`src/rtl/twos_complementor.sv`:
```
// twos_complementor: registered two's-complement negation built on a two-level carry-lookahead incrementer
module twos_complementor #(
  parameter int WIDTH = 32
) (
  input  logic             clk,
  input  logic             rst,
  input  logic             in_valid,
  input  logic [WIDTH-1:0] A,
  output logic [WIDTH-1:0] compA,
  output logic             out_valid,
  output logic             ovf,
  output logic             zero
);
  localparam int NG = WIDTH / 4;
  localparam int NS = (NG + 3) / 4;
  logic [WIDTH-1:0] inverted, carry, result;
  logic [4*NS-1:0] grpProp;
  logic [NS-1:0] superProp, superCarry;
  logic [NG-1:0] grpCarry;
  logic carryOut;
  assign inverted = ~A;
  // Missing groups in the last super-group are padded as transparent (propagate=1)
  always_comb begin
    grpProp = '1;
    for (int g = 0; g < NG; g++) grpProp[g] = &inverted[4*g +: 4];
  end
  genvar s, j, k;
  for (s = 0; s < NS; s++) begin : gSuper
    assign superProp[s] = &grpProp[4*s +: 4];
    if (s == 0) begin : gFirst
      assign superCarry[s] = 1'b1;
    end else begin : gRest
      assign superCarry[s] = &superProp[s-1:0];
    end
    for (j = 0; j < 4; j++) begin : gGrp
      if (4*s + j < NG) begin : gUsed
        if (j == 0) begin : gLead
          assign grpCarry[4*s] = superCarry[s];
        end else begin : gTail
          assign grpCarry[4*s+j] = superCarry[s] & (&grpProp[4*s+j-1:4*s]);
        end
        for (k = 0; k < 4; k++) begin : gBit
          if (k == 0) begin : gB0
            assign carry[4*(4*s+j)] = grpCarry[4*s+j];
          end else begin : gBn
            assign carry[4*(4*s+j)+k] = grpCarry[4*s+j] & (&inverted[4*(4*s+j)+k-1:4*(4*s+j)]);
          end
        end
      end
    end
  end
  assign carryOut = superCarry[NS-1] & superProp[NS-1];
  assign result = inverted ^ carry;
  // Carry into the MSB means all lower bits are zero; the carry out means A itself is zero
  always_ff @(posedge clk or posedge rst) begin
    if (rst) begin
      compA     <= '0;
      out_valid <= 1'b0;
      ovf       <= 1'b0;
      zero      <= 1'b0;
    end else begin
      out_valid <= in_valid;
      if (in_valid) begin
        compA <= result;
        ovf   <= A[WIDTH-1] & carry[WIDTH-1];
        zero  <= carryOut;
      end
    end
  end
endmodule

```
`config.mk`:
```
export PLATFORM = sky130hd
export DESIGN_NAME = twos_complementor
export DESIGN_NICKNAME = d
export VERILOG_FILES = /design/src/rtl/twos_complementor.sv
export SDC_FILE = /design/constraint.sdc
export NUM_CORES = 1
export LEC_CHECK = 0
export ABC_AREA = 1
export CORE_AREA = 2 2 61 75
export DETAILED_ROUTE_END_ITERATION = 8
export DIE_AREA = 0 0 63 77
export PLACE_DENSITY = 0.88
export SLEW_MARGIN = 40
export SYNTH_ARGS = -nofsm -noshare
export SYNTH_HDL_FRONTEND = slang
export SYNTH_SLANG_ARGS = --single-unit
```
`constraint.sdc`:
```
create_clock -name clk -period 2.91 [get_ports clk]
set_clock_uncertainty 0.15 [all_clocks]
set_input_delay 0.582 -clock clk [delete_from_list [all_inputs] [get_ports clk]]
set_output_delay 0.582 -clock clk [all_outputs]
set_load 0.05 [all_outputs]
```
==> summary.md <==
| Metric | Value |
|---|---|
| Sequential cell area fraction in the yosys report | 0.453 |
| Final worst-path cycle share | 0.785 |
| Hold Crit Class | flip-flop to flip-flop |
| HPWL after DPL | 3700 µm |
| Clock-pin slew on the worst setup and hold paths | 0.08 ns |
| Cells after Synth | 250 |
| Gpl congestion | 0.830 |
| Count of input and output buffers | 69 |
| Tot Pwr | 1.33 mW |
| Top post-synthesis cells by area | dfrtp_1 45%, nand2_1 19%, ha_1 6.5%, inv_1 5.1%, nor2_1 3.9% |
| Final Util | 0.678 |
| Fin. max-slew vios | 0 |
| Setup total negative slack | 0 ns |
| Worst skew pair latency | 0.29 ns |
| Distinct cells, synth | 21 |
| Max incr delay on CP | 0.40 ns |
| Layout area overhead | 44.9% |
| Largest net degree at the start of global routing | 36 |
| Core outline area | 0.00413 mm² |
| Final hold violation count | 0 |
| # rows | 26 |
| Setup CP Type | input port to flip-flop |
| Initial antenna violation count | 0 |
| Wire per inst | 12.6 µm |
| Root buf cell | clkbuf_8 |
| Syn Area/Cell | 7.73 µm² |
| Num CTS Buffers | 5 |
| Syn. warnings | 0 |
| Die Area | 0.00485 mm² |
| Via Count | 1768 |
| CTS sink cnt | 35 |
| Final Cell Area | 0.00280 mm² |
| Worst VDD drop | 0.306 mV |
| Initial core utilization | 0.468 |
| Leakage | 1.41 nW |
| ANT cells | 0 |
| Buf/Inv on CP | 3 |
| Primary FF master, synth | dfrtp_1 |
| CTS Buffer Depth | 2 |
| Routed Antenna Nets | 0 |
| Post-synth top area cell | dfrtp_1 |
| Asr flop ratio synth | 1.00 |
| Critical path arrival | 2.31 ns |
| Min Tclk post-route | 2.28 ns |
| Pwr dens | 476 mW/mm² |
| Die Ht | 77 µm |
| CP startpoint kind | input port |
| Slew headroom | 0.641 |
| Cells after DPL | 373 |
| Top delay family on crit path | simple AND/OR/NAND/NOR gates |
| Initial DRC Count | 129 |
| CP Max Fanout | 5 |
| Post-CTS Hold Buffers | 0 |
| Top-count cell post-synth | nand2_1 |
| Final cell count without fillers | 381 |
| Drt first pass iters | 4 |
| Slowest cell on the critical path | clkdlybuf4s50_1 |
| Drt via density | 4.64 |
| Drt total wl | 4790 µm |
| Filler cell count | 362 |
| Total GRT Usage | 0.215 |
| Unrepaired setup endpoints after global routing | no |
| Remaining Overflow, GRT | 0 |
| CTS tree | built |
| Top cells by count, synth | 98 x nand2_1, 35 x dfrtp_1, 26 x inv_1 |
| CP endpoint kind | flip-flop |
| Net Count, Synth | 295 |
| Ports | 70 |
| Number of flops mapped to enable cells by yosys | 0 |
| Cell Chain, Critical Path | clkdlybuf4s50_1, inv_1, ha_1, nand2_1, nor2_4, nand2_4, nor2_4, inv_1, nor2_1, ha_1, xor2_1, o21ai_0 |
| Synth top area share | 0.453 |
| DRC | 0 |
| FF+latch count, synth | 35 |
| Endpoints failing setup | 0 |
| Status | complete, no violations |
| Layout cells sized above 1 | 0.0862 |
| Vias in the first global route | 1787 |
| Setup Fix Bufs, Post-CTS | 0 |
| Max Cap Viol | 0 |
| Worst slew pin tran | 0.538 ns |
| Die Span X | 63 µm |
| First-pass GRT wire length | 8190 µm |
| Fmax | 0.438 GHz |
| H-tree Lvls | 2 |
| Final #Nets | 369 |
| Synthesized area | 0.00193 mm² |
| DP Area | 0.00270 mm² |
| CP Data Required Time | 2.94 ns |
| Post-cts resize count | 0 |
[metrics by stage]
stage | setup WS [ns] | hold slack, ns
2_1_floorplan | 0.895 | 0.463
3_3_place_gp | 0.360 | 0.305
3_5_place_dp | 0.306 | 0.309
4_1_cts | 0.609 | 0.327
5_1_grt | 0.432 | 0.359
6_report | 0.626 | 0.322
[layer usage]
| layer | GRT usage | wire length [µm] | share of wire |
|---|---|---|---|
| met5 | 0 | 0 | 0 |
| met1 | 0.257 | 2010 | 0.42 |
| met2 | 0.382 | 2470 | 0.52 |
| met3 | 0.0484 | 235 | 0.049 |
| met4 | 0.0644 | 75 | 0.016 |
[logic make-up (layout without fill, tap and decap cells)]
| group | Yosys count | after routing | synth area share |
|---|---|---|---|
| simple gates | 147 | 147 | 0.335 |
| flops | 35 | 35 | 0.453 |
| buf+inv | 34 | 109 | 0.0674 |
| compound gates | 15 | 15 | 0.0389 |
| fa+ha+maj | 10 | 10 | 0.0648 |
| xor+xnor | 9 | 9 | 0.0408 |
[cell type report]
| class | count | area, µm² | share of cell area |
|---|---|---|---|
| multi-input combinational | 181 | 926 | 0.331 |
| sequential | 35 | 876 | 0.313 |
| timing repair buffer | 74 | 728 | 0.260 |
| inverter | 27 | 101 | 0.0362 |
| clock buffer | 6 | 82.6 | 0.0295 |
| tap | 56 | 70.1 | 0.0250 |
| clock inverter | 2 | 16.3 | 0.00581 |
[path summary, 6_finish.rpt]
| check | cells after the start | from | slack (ns) | to |
|---|---|---|---|---|
| worst max-delay path | 12 | A[0] | 0.63 | compA[25] |
| worst min-delay path | 2 | ovf | 0.32 | ovf |
| worst max register to register | 4 | compA[23] | 1.98 | compA[23] |
| worst min register to register | 2 | ovf | 0.32 | ovf |
| max in group asynchronous | 3 | rst | 1.75 | compA[26] |
| min in group asynchronous | 3 | rst | 0.54 | compA[0] |
[sequential cells by signal, indices dropped and copies added (netlist names)]
register,flops
compA,32
ovf,1
zero,1
out_valid,1
[placed cells by master, fill, tap and decap left out, drive strengths merged]
cell type	n
nor2	28
ha	10
nand2	101
nand3	15
o21ai	15
nand3b	1
inv	27
nand4	1
clkbuf	6
buf	5
clkdlybuf4s50	69
xnor2	1
clkinv	1
or2	1
xor2	8
clkinvlp	1
dfrtp	35
[worst min-delay path, delay by kind of cell (launching register included)]
family        cells  cell delay [ns]
simple gates      2             0.09
flops             1             0.35
[power breakdown]
part / internal (mW) / leakage, nW / total (mW) / switching (mW)
Clock: 0.193 / 0.0474 / 0.380 / 0.187
Combinational: 0.147 / 0.937 / 0.400 / 0.253
Sequential: 0.528 / 0.429 / 0.552 / 0.0236
Total: 0.868 / 1.41 / 1.33 / 0.464
Power figures use the tool's default switching activity.
==> variant 1, RTL diff (same flow settings) <==
The output `out_valid` loses its register stage (`out_valid` becomes a continuous assignment).
--- a/src/rtl/twos_complementor.sv
+++ b/src/rtl/twos_complementor.sv
@@ -55,11 +55,9 @@
   always_ff @(posedge clk or posedge rst) begin
     if (rst) begin
       compA     <= '0;
-      out_valid <= 1'b0;
       ovf       <= 1'b0;
       zero      <= 1'b0;
     end else begin
-      out_valid <= in_valid;
       if (in_valid) begin
         compA <= result;
         ovf   <= A[WIDTH-1] & carry[WIDTH-1];
@@ -67,5 +65,7 @@
       end
     end
   end
+
+  assign out_valid = in_valid;
 endmodule
 
Formal check against the unedited RTL: not equivalent (Yosys sat finds a counterexample within 4 cycles, from zero or initial values and one cycle with rst high).
==> variant 1 against the unedited design <==
Routed wire length shrank 0.77%; critical path depth unchanged; synthesized area decreased by 0.91%; final cell count shrank 0.52%; total power rose by 3.5%; design area decreased by 0.27%; sequential cell count is 1 lower; worst setup slack worse by 0.055 ns; largest power group unchanged; highest routed layer unchanged.
==> variant 1: results (changes against the unedited design) <==
[run_status]
status=finished clean

[sta]
worst_slew_pin_slew_ns=0.517  ; -0.0216 ns

[logic_synthesis]
synth.distinct_cells=22  ; +4.8%
netlist_top_cells_count=98 x nand2_1, 34 x dfrtp_1, 26 x inv_1
synth-seq-area-share_pct=44.4  ; -0.89 points
synthCells=250  ; unchanged
ys_ff_latch=34  ; -2.9%
synthTopCellsByArea=dfrtp_1 44%, nand2_1 19%, ha_1 6.5%
synth-edff-count=0  ; unchanged
synth-main-ff-cell=dfrtp_1
syn-num-nets=295  ; unchanged
synth_warnings=0  ; unchanged
ys_async_sr_fraction_pct=100  ; unchanged

[power]
irDropWorstVdd_mv=0.299  ; -2.5%
leakagePower_nw=1.40  ; -0.64%
p_sw_mw=0.462  ; -0.34%

[detailed_routing]
dr.pass1.iters=4  ; unchanged
wl_per_cell_um=12.5  ; -0.25%
num_vias=1811  ; +2.4%
drt_iter0_markers=102  ; -21%
wl_mm=4.75  ; -0.77%

[cts]
cts_root_buf=clkbuf_8
cts_made_buffers=5  ; unchanged
post_cts_buffers=0  ; unchanged
clkTransAtPathRegs_ns=0.07
htree_levels=2  ; unchanged
ctsResizeCount=0  ; unchanged
clk_latency_ns=0.28
cts_buffer_depth=2  ; unchanged

[setup_path]
arrival_ns=2.36  ; +0.05 ns
cp_max_fo=5  ; unchanged

[placed_design]
post-place-ws_ns=0.266  ; -0.0392 ns
io_buffers=69  ; unchanged
gp_congestion=0.820  ; -1.1%
dpl.cell_count=371  ; -0.54%
dp_hpwl_mm=3.66  ; -1.1%

[final_layout]
multi_input_area_sq_um=926  ; unchanged
top_regs=compA x32, ovf x1, zero x1
num-nonclk-inverters=27  ; unchanged
fillCellCount=362  ; unchanged
signal_buffers=73  ; -1.4%
seq_area_share_pct=30.5  ; -0.81 points
num_antenna_cells=0  ; unchanged
drive_above_1_share_pct=8.98  ; +0.36 points
comb.multi_input.count=181  ; unchanged
clk_share_pct=4.08  ; +0.55 points
buffer_area_share_pct=26.2  ; +0.16 points

[global_route]
antenna_found_initial=0  ; unchanged
grt_use_total_pct=20.8  ; -0.72 points
grt_max_degree=35  ; -2.8%
grt_pass1_wl_mm=7.78  ; -5.0%

[worst_hold_path]
min_path_type=reg2reg

## variant 1: cell count changes after synthesis, sizes merged
cell   unedited run  this run
dfrtp            35        34
buf               2         3
## variant 1: worst paths after layout
check                                from  slack [ns]  cells after the start        end
worst max-delay path                 A[0]        0.57                     12  compA[25]
worst min-delay path            compA[20]        0.33                      2  compA[20]
worst max register to register  compA[23]        1.99                      4  compA[23]
worst min register to register  compA[20]        0.33                      2  compA[20]
max in group asynchronous             rst        1.75                      3  compA[13]
min in group asynchronous             rst        0.53                      3   compA[0]
## variant 1: per-layer routing
layer / up-vias / routed length (um) / GRT usage (%)
li1: 906 / - / -
met1: 821 / 1890 / 22.5
met2: 69 / 2460 / 38.0
met3: 15 / 264 / 4.55
met4: 0 / 140 / 9.78
met5: - / 0 / 0
## variant 1: power by group through the flow
stage	Combinational, mW	Clock, mW	Sequential (mW)
2_1_floorplan	0.0882	0	0.690
3_3_place_gp	0.398	0	0.544
3_5_place_dp	0.404	0	0.546
4_1_cts	0.405	0.451	0.538
5_1_grt	0.427	0.470	0.542
6_report	0.401	0.440	0.537
## variant 1: cell families after synthesis
kind of cell	after synthesis	synth area share [%]
compound gates	15	3.92
buf+inv	35	7.19
xor+xnor	9	4.12
flops	34	44.4
simple gates	147	33.8
fa+ha+maj	10	6.54
## variant 1: worst max-delay path: stages
cell	delay [ns]
clkdlybuf4s50_1	0.39
inv_1	0.07
ha_1	0.17
nand2_1	0.13
nor2_4	0.20
nand2_4	0.11
nor2_4	0.12
inv_1	0.07
nor2_1	0.10
ha_1	0.17
xor2_1	0.15
o21ai_0	0.09
## variant 1: per-stage QoR
step	cell area (sq um)	utilization, %
after floorplan	1910	-
after global placement	2680	64.8
after detailed placement	2680	64.8
after CTS	2790	67.6
after global routing	2790	67.6
final	2790	67.6
==> variant 2, RTL diff (config.mk and constraints unchanged) <==
Without the edit above. `WIDTH`: 32 -> 16.
--- a/src/rtl/twos_complementor.sv
+++ b/src/rtl/twos_complementor.sv
@@ -1,6 +1,6 @@
 // twos_complementor: registered two's-complement negation built on a two-level carry-lookahead incrementer
 module twos_complementor #(
-  parameter int WIDTH = 32
+  parameter int WIDTH = 16
 ) (
   input  logic             clk,
   input  logic             rst,
Interface: changed (resized A and compA); port bits go from 70 to 38. No check against the original RTL was run, so the function may have changed too.
==> variant 2 against the unedited design <==
Routed wire length fell by 52%; first-iteration DRC count shrank 78%; worst setup slack better by 0.11 ns; sequential power down 46%; final cell count fell by 44%; highest routed layer unchanged; critical path type is now reg2out; global-route usage shrank 11 points; sequential cell count down 16; design area fell by 48%; synthesized area fell by 50%; register-to-register slack worse by 0.02 ns; total power down 48%; count of clock-buffer cells in the layout shrank 3.
==> variant 2: results (changes against the unedited design) <==
[run_status]
status=finished clean

[final_layout]
buffer_area_share_pct=26.1  ; +0.14 points
clk_share_pct=3.20  ; -0.33 points
finalNetCount=182  ; -51%
drive_above_1_share_pct=8.33  ; -0.28 points
signal_buffers=38  ; -49%
multi_input_area_share_pct=29.0  ; -4.1 points
comb.multi_input.count=80  ; -56%

[setup_path]
critPathTopFamily=buffers and inverters
arrival_ns=1.44  ; -0.87 ns

[detailed_routing]
num_vias=847  ; -52%
routed-wl-met2_mm=1.12  ; -55%
wl_met3_um=177  ; -25%
drt_iter0_markers=29  ; -78%

[global_route]
grt_pass1_wl_mm=4.09  ; -50%
grt_util_met2_pct=17.3  ; -21 points
grt_use_total_pct=10.8  ; -11 points
grt_max_degree=28  ; -22%

[placed_design]
dpl.cell_count=208  ; -44%
post-place-ws_ns=0.484  ; +0.179 ns

[logic_synthesis]
synthesis.area_sq_um=975  ; -50%
synth-seq-area-share_pct=48.8  ; +3.4 points
syn-num-nets=142  ; -52%

[power]
p_seq_mw=0.298  ; -46%

[cts]
cts_made_buffers=3  ; -2
htree_levels=1  ; -1

==> variant 2: cell count changes in the layout (fill, tap and decap cells not counted), moves of 5 or more <==
| cell | unedited run | this run |
|---|---|---|
| dfrtp_1 | 35 | 19 |
| nand2_1 | 98 | 42 |
| o21ai_0 | 14 | 9 |
| nor2_1 | 20 | 4 |
| nand3_1 | 13 | 4 |
| clkdlybuf4s50_1 | 69 | 37 |
| inv_1 | 26 | 12 |
==> variant 2: worst paths after layout <==
path                            from   endpoint  cells past startpoint
max                        compA[12]  compA[12]                      1
max in group asynchronous        rst  out_valid                      2
max reg2reg                compA[11]  compA[11]                      4
min reg2reg                      ovf        ovf                      2
min in group asynchronous        rst  compA[14]                      2
min                              ovf        ovf                      2
==> variant 2: logic make-up after synthesis <==
family | count (synthesis) | share of synthesized area (%)
flip-flops | 19 | 48.8
buffers and inverters | 18 | 8.22
AO/OA/AOI/OAI | 11 | 5.65
adder cells (fa/ha/maj) | 6 | 7.70
AND/OR/NAND/NOR | 59 | 26.1
XOR/XNOR | 4 | 3.59
